$ cat src/rtl/pc_fetch_unit_if.sv
// Instruction-memory request/response channel between the fetch unit and
// instruction memory.
//   req_valid  fetch request valid (fetch unit -> memory)
//   req_ready  memory accepts the request (memory -> fetch unit)
//   addr       fetch address (fetch unit -> memory)
//   rsp_valid  fetched data returned, one-cycle pulse (memory -> fetch unit)
//   rsp_data   fetched instruction (memory -> fetch unit)
interface pc_fetch_unit_if;
  logic        req_valid;
  logic        req_ready;
  logic [15:0] addr;
  logic        rsp_valid;
  logic [15:0] rsp_data;

  modport master (
    output req_valid,
    output addr,
    input  req_ready,
    input  rsp_valid,
    input  rsp_data
  );

  modport slave (
    input  req_valid,
    input  addr,
    output req_ready,
    output rsp_valid,
    output rsp_data
  );
endinterface

$ cat src/rtl/pc_fetch_unit.sv
// Program counter and instruction-fetch stage of the 16-bit CPU.
// Issues one fetch at a time over the imem channel and holds the returned
// instruction in a one-entry buffer for decode.
// Ports:
//   clk, rst_n     clock (rising edge), asynchronous active-low reset
//   redirect       taken branch/jump this cycle, load next_pc
//   next_pc        redirect target from the PC-source multiplexer
//   imem           instruction-memory channel (master side)
//   inst_valid     buffer holds an instruction for decode
//   inst, inst_pc  buffered instruction and its address
//   inst_pc_plus2  inst_pc + 2, sequential input of the PC-source mux
//   id_ready       decode consumes the buffer this cycle when inst_valid=1
module pc_fetch_unit #(
  parameter logic [15:0] RESET_PC = 16'h0000
) (
  input  logic                    clk,
  input  logic                    rst_n,
  input  logic                    redirect,
  input  logic [15:0]             next_pc,
  pc_fetch_unit_if.master         imem,
  output logic                    inst_valid,
  output logic [15:0]             inst,
  output logic [15:0]             inst_pc,
  output logic [15:0]             inst_pc_plus2,
  input  logic                    id_ready
);

  typedef enum logic [1:0] {StIdle, StReq, StWait, StDrop} state_e;

  state_e      state_q, state_d;
  logic [15:0] pc_q, pc_d;
  logic [15:0] req_pc_q, req_pc_d;
  logic [15:0] inst_q, inst_d;
  logic [15:0] inst_pc_q, inst_pc_d;
  logic        inst_valid_q, inst_valid_d;

  logic        req_valid;
  logic        handshake;
  logic        redirect_eff;
  logic        load;

  // Redirects are ignored while idle (only the cycle after reset release).
  assign redirect_eff = redirect && (state_q != StIdle);
  assign handshake    = req_valid && imem.req_ready;
  // A response that coincides with a redirect is stale and is discarded.
  assign load         = (state_q == StWait) && imem.rsp_valid && !redirect_eff;

  // State register
  always_ff @(posedge clk or negedge rst_n) begin
    if (!rst_n) begin
      state_q <= StIdle;
    end else begin
      state_q <= state_d;
    end
  end

  // Next-state logic
  always_comb begin
    state_d = state_q;
    unique case (state_q)
      StIdle: state_d = StReq;
      StReq: begin
        if (handshake) state_d = redirect_eff ? StDrop : StWait;
      end
      StWait: begin
        if (imem.rsp_valid)    state_d = StReq;
        else if (redirect_eff) state_d = StDrop;
      end
      StDrop: begin
        if (imem.rsp_valid) state_d = StReq;
      end
      default: state_d = StIdle;
    endcase
  end

  // FSM outputs. Requests are only issued when the buffer is free or being
  // consumed, so a response can always be written without skid storage.
  always_comb begin
    req_valid = 1'b0;
    if (state_q == StReq) req_valid = !inst_valid_q || id_ready;
  end

  assign imem.req_valid = req_valid;
  assign imem.addr      = pc_q;

  // Datapath next-state
  always_comb begin
    pc_d         = pc_q;
    req_pc_d     = req_pc_q;
    inst_d       = inst_q;
    inst_pc_d    = inst_pc_q;
    inst_valid_d = inst_valid_q;

    if (handshake) begin
      req_pc_d = pc_q;
      pc_d     = pc_q + 16'd2;
    end
    if (redirect_eff) pc_d = next_pc;

    if (load) begin
      inst_d    = imem.rsp_data;
      inst_pc_d = req_pc_q;
    end

    // Flush beats load beats consume.
    if (redirect_eff)                  inst_valid_d = 1'b0;
    else if (load)                     inst_valid_d = 1'b1;
    else if (inst_valid_q && id_ready) inst_valid_d = 1'b0;
  end

  always_ff @(posedge clk or negedge rst_n) begin
    if (!rst_n) begin
      pc_q         <= RESET_PC;
      req_pc_q     <= 16'h0000;
      inst_q       <= 16'h0000;
      inst_pc_q    <= 16'h0000;
      inst_valid_q <= 1'b0;
    end else begin
      pc_q         <= pc_d;
      req_pc_q     <= req_pc_d;
      inst_q       <= inst_d;
      inst_pc_q    <= inst_pc_d;
      inst_valid_q <= inst_valid_d;
    end
  end

  assign inst_valid    = inst_valid_q;
  assign inst          = inst_q;
  assign inst_pc       = inst_pc_q;
  assign inst_pc_plus2 = inst_pc_q + 16'd2;

endmodule

$ cat src/flat_wrapper.sv
// flat-port wrapper written by rule: the top's interface ports become plain ports
module pc_fetch_unit_flat 
#(
  parameter logic [15:0] RESET_PC = 16'h0000
)
  (clk, rst_n, redirect, next_pc, inst_valid, inst, inst_pc, inst_pc_plus2, id_ready, imem_req_valid, imem_addr, imem_req_ready, imem_rsp_valid, imem_rsp_data);
  pc_fetch_unit_if imem_i ();
  input  logic clk;
  input  logic rst_n;
  input  logic redirect;
  input  logic [15:0] next_pc;
  output logic inst_valid;
  output logic [15:0] inst;
  output logic [15:0] inst_pc;
  output logic [15:0] inst_pc_plus2;
  input  logic id_ready;
  output wire logic [$bits(imem_i.req_valid)-1:0] imem_req_valid;
  output wire logic [$bits(imem_i.addr)-1:0] imem_addr;
  input wire logic [$bits(imem_i.req_ready)-1:0] imem_req_ready;
  input wire logic [$bits(imem_i.rsp_valid)-1:0] imem_rsp_valid;
  input wire logic [$bits(imem_i.rsp_data)-1:0] imem_rsp_data;
  assign imem_req_valid = imem_i.req_valid;
  assign imem_addr = imem_i.addr;
  assign imem_i.req_ready = imem_req_ready;
  assign imem_i.rsp_valid = imem_rsp_valid;
  assign imem_i.rsp_data = imem_rsp_data;
  pc_fetch_unit #(.RESET_PC(RESET_PC)) u_core (.clk(clk), .rst_n(rst_n), .redirect(redirect), .next_pc(next_pc), .imem(imem_i), .inst_valid(inst_valid), .inst(inst), .inst_pc(inst_pc), .inst_pc_plus2(inst_pc_plus2), .id_ready(id_ready));
endmodule
$ cat config.mk
export PLATFORM = sky130hd
export DESIGN_NAME = pc_fetch_unit_flat
export DESIGN_NICKNAME = d
export VERILOG_FILES = /design/src/rtl/pc_fetch_unit_if.sv /design/src/rtl/pc_fetch_unit.sv /design/src/flat_wrapper.sv
export SDC_FILE = /design/constraint.sdc
export NUM_CORES = 1
export LEC_CHECK = 0
export CELL_PAD_IN_SITES_DETAIL_PLACEMENT = 0
export CELL_PAD_IN_SITES_GLOBAL_PLACEMENT = 1
export CORE_MARGIN = 10
export CORE_UTILIZATION = 32
export DETAILED_ROUTE_END_ITERATION = 7
export GPL_ROUTABILITY_DRIVEN = 0
export PLACE_DENSITY_LB_ADDON = 0.1
export SLEW_MARGIN = 0
export SYNTH_ARGS = -nofsm -noshare
export SYNTH_HDL_FRONTEND = slang
export SYNTH_SLANG_ARGS = --single-unit
$ cat constraint.sdc
create_clock -name clk -period 2 [get_ports clk]
set_input_delay 0.3 -clock clk [delete_from_list [all_inputs] [get_ports clk]]
set_output_delay 0.3 -clock clk [all_outputs]
set_load 0.05 [all_outputs]
======== Word level (Yosys, flattened, before mapping) ========
Cells that the tools add are included.
word-level totals
  bits of input ports ..................... 38
  memories kept ........................... 0
  RAM bits ................................ 0
  latch bits .............................. 0
  output and inout bits ................... 66
  memory bits (read-only) ................. 0
  logic and storage cells ................. 39
  register bits ........................... 67
operators by class
  div/mod/pow operators ................... 0
  shifts and indexed selects .............. 0
  bitwise gates (word level) .............. 0
  reductions and logical operators ........ 13
  $mul .................................... 0
  multiplexer cells ....................... 12
  eq/ne operators ......................... 6
  add/sub/neg operators ................... 2
  order comparisons ....................... 0
operator list
  operator               count
  $add 16x2->16 const B  2
  $mux 16                2
  $mux 2                 4
  $pmux 2 s4             1
  $logic_and 1x1->1      5
  $mux 1                 5
  $eq 2x2->1 const B     2
  $reduce_bool 2->1      2
  $ne 3x2->1 const B     1
  $reduce_and 3->1       1
  $reduce_bool 3->1      1
  $eq 2x1->1 const B     1
  $logic_not 1->1        2
  $logic_not 2->1        1
  $ne 2x1->1 const B     1
  $ne 2x2->1 const B     1
  $logic_or 1x1->1       1

======== Logic depth before layout (Yosys ltp) ========
  word-level depth ........................ 6
  depth in mapped cells ................... 9
  gate-level depth less buffers ........... 6

======== Least setup slack after synthesis ========
Ideal clock, no wire load.
  path kind ............................... register to output
  start point ............................. register u_core.inst_pc_q[1], in the netlist u_core.inst_pc[1]
  end point ............................... output port inst_pc_plus2[15]
  required time ........................... 1700 ps
  buffers on the path ..................... 1
  setup slack ............................. -546 ps
  arrival ................................. 2246 ps
  cell stages (with the launch flop) ...... 6
  cells stage by stage .................... dfrtp_1 -> ha_1 -> and2_1 -> clkbuf_1 -> nand4_1 -> xnor2_1
between the ends
  word-level cells in the longest chain between the ends .. 1
ends and longest elaborated chain
  element                 line                  RTL
  from (decl)             pc_fetch_unit.sv:34   logic [15:0] inst_pc_q, inst_pc_d;
  from (signal assigned)  pc_fetch_unit.sv:122  inst_pc_q <= inst_pc_d;
  $add 16x2->16           pc_fetch_unit.sv:130  assign inst_pc_plus2 = inst_pc_q + 16'd2;
  to (decl)               flat_wrapper.sv:15    output logic [15:0] inst_pc_plus2;
No other way between the ends.

======== Final worst setup path ========
  start point ............................. register u_core.inst_pc_q[9], in the netlist u_core.inst_pc[9]
  end point ............................... output port inst_pc_plus2[15]
The elaborated chain is that of the path after synthesis.

==> results.txt <==
Status = complete, but fails checks
Violated checks = setup timing
DRT Pass-1 Iters = 4
Area of the multi-input gates = 1538 um2
Synth Cell Area = 3182 um2
Slew Limit Fails = 0
Clock sink total = 67
Clock root cell = clkbuf_8
GRT Overall Usage = 0.1203
DR vias = 2492
# rows = 36
IO Count = 104
Chip Height = 119.7 um
Worst-path maximum fanout = 3
Worst IR Drop VDD = 0.0007855 V
Seq/Total Area, Yosys = 0.5269
CP top delay family = simple AND/OR/NAND/NOR gates
CTS Buf Count = 9
Critical Path AT = 1.72 ns
Reg2Reg Setup Slack = 0.15 ns
Sequential Area = 1689 um2
Hold Violations, Final = 0
Number of global-route vias before repair = 2608
Critical Setup Path Class = register to primary output
Final setup fails = 1
Crit path max-delay cell type = dfrtp_2
Worst stage delay on the critical path = 0.36 ns
RSZ-0062 raised after global routing = true
Final Skew = 0.008599 ns
Clock latency on the worst-skew pair = 0.34 ns
Max clock buf depth = 2
Area Growth Syn to Fin = 59.02%
R2r endpoint = u_core.inst[11]
Worst EP required = 1.70 ns
Ratio of final minimum period to clock period = 1.011
GRT overflow = 0
Synthesized instance count = 265
Crit-path cells = and4_4 -> and3_4 -> nand4_1 -> xnor2_4 -> buf_12
Residual DRC count = 0
Port Buffer Count = 103
First-pass GRT wire length = 13930 um
Slew at the pin closest to its max-slew limit = 0.5772 ns
Ys Warns = 0
Layout cells sized above 1 = 0.3650
Syn Area/Cell = 12.01 um2
Rel. slew slack = 0.6152
Syn nets = 309
Netlist cell types = 37
Reg2reg start = u_core.state_q[0]
Final ANT Viol Nets = 0
PD cells = 1967 nW/um2
Inserted Diodes = 0
Reg clk slew, reported paths = 0.08 ns
Routed len/inst = 16.22 um
WHS = 0.4846 ns
R2R depth = 6
Via density = 4.675
MaxCap Viol Count = 0
Initial Util = 0.3270
Critical path startpoint category = register
Die X = 119.7 um
Bufs and invs on worst path = 1
DR iter-0 viols = 112
Crit. End Element = primary output
Final worst slack = -0.02145 ns
Min cycle time layout = 2.021 ns
Synthesis-stage register bit count = 67
Lkg Pwr = 2.211 nW
H-tree levels = 3
Routed wire length = 8643 um
Final nets = 439
Fill cell count = 901
Max Fclk = 494.7 MHz
Die ar. = 14330 um2
DP HPWL = 6519 um
WP depth = 5
Core area = 9729 um2
Final instance area = 5060 um2
Largest net degree at the start of global routing = 45
Hold Crit Class = primary input to async pin
TritonCTS clock tree = built
Post-DP Area = 4691 um2
Initial antenna violation count = 0
power by group:
part / internal [mW] / total, mW / switching [mW]
Combinational: 2.49 / 6.03 / 3.55
Clock: 0.739 / 1.29 / 0.554
Sequential: 2.02 / 2.63 / 0.609
Total: 5.24 / 9.95 / 4.71
synthesized netlist by cell type (all sizes together):
master        instances  area (um2)
nor3                  1       5.000
o21ai                12       60.06
a2bb2oi               1       8.760
clkbuf                4       15.01
and4                  3       26.28
xnor2                12       105.1
nand4                 6       52.55
dlymetal6s2s          1       12.51
nor2                  9       33.78
buf                   9       72.56
or4                   6       45.04
a22oi                 1       7.510
nand2b                2       12.51
nand3                15       75.07
dfrtp                67        1677
and3                  5       31.28
o21a                  1       7.510
a21oi                 2       10.01
and2                  6       42.54
xor2                  6       52.55
inv                   5       18.77
o22ai                 1       6.260
ha                    6       75.07
mux2                 46       518.0
o31ai                 6       45.04
nor2b                 1       6.260
o32a                  1       10.01
nand2                18       67.56
or3                   2       12.51
mux2i                 2       20.02
a31oi                 8       50.05
cells in the final DEF, fill, tap and decap left out, drive strengths merged, types with 7 or more instances in the layout:
master | netlist | routed
clkdlybuf4s50 | 0 | 69
dfrtp | 67 | 67
buf | 9 | 53
mux2 | 46 | 46
nand2 | 18 | 18
nand3 | 15 | 15
o21ai | 12 | 12
xnor2 | 12 | 12
clkbuf | 4 | 10
nor2 | 9 | 9
a31oi | 8 | 8
dlymetal6s2s | 1 | 7
worst max-delay path by stage:
| stage | startpoint | endpoint |
|---|---|---|
| after floorplan | u_core.inst_pc[3] | inst_pc_plus2[15] |
| after CTS | u_core.inst_pc[9] | inst_pc_plus2[15] |
| after global placement | id_ready | u_core.imem.addr[15] |
| after detailed placement | id_ready | u_core.imem.addr[11] |
| after global routing | u_core.inst_pc[9] | inst_pc_plus2[15] |
| final | u_core.inst_pc[9] | inst_pc_plus2[15] |
state kept, by name, summed over array words and instances, names as in the netlist:
register,count
u_core.imem.addr,16
u_core.inst,16
u_core.inst_pc,16
u_core.req_pc_q,16
u_core.state_q,2
u_core.inst_valid,1
cells by family (layout without fill, tap and decap cells):
family          Yosys count  count (layout)  share of synthesized area
fa+ha+maj                 6               6                    0.02359
compound gates           33              33                    0.06449
xor+xnor                 18              18                    0.04955
flops                    67              67                     0.5269
mux                      48              48                     0.1691
buf+inv                  19             154                    0.03735
simple gates             74              74                     0.1290
worst register-to-register path, stage by stage, from the launching register on:
cell      delay (ns)
dfrtp_1         0.44
inv_1           0.09
ha_1            0.22
nand2b_1        0.21
nand3_2         0.18
buf_12          0.23
mux2_2          0.36
through the flow:
stage               setup WS [ns]  cells  utilization  power [mW]  TNS [ns]
floorplan                 0.01162    265            -       6.330         0
global placement          0.05295    506       0.4821       8.568         0
detailed placement        0.03069    506       0.4821       8.635         0
CTS                      -0.04307    530       0.5134       10.02  -0.05439
global route              -0.1108    533       0.5201       10.47   -0.2315
finish                   -0.02145    533       0.5201       9.954  -0.02145
layer usage:
layer	share of wire	vias to the layer above	track usage
li1	-	1210	-
met1	0.47	1202	0.1534
met2	0.46	70	0.1881
met3	0.058	10	0.03844
met4	0.012	0	0.04223
met5	0	-	0
what timing repair did:
item,4_1_cts,5_1_grt
endpoints found under the hold margin,23,0
buffers inserted,7,3
gates resized for setup,10,9
pin swaps,8,2
setup endpoints to repair,11,15
hold buffers,1,0
area by class of cell:
cell class / instances / share of cell area
Sequential cell: 67 / 0.3338
Clock inverter: 6 / 0.01731
Clock buffer: 10 / 0.02720
Multi-Input combinational cell: 179 / 0.3039
Inverter: 5 / 0.003709
Tap cell: 133 / 0.03289
Timing Repair Buffer: 133 / 0.2812
(Power assumes the default switching activity.)
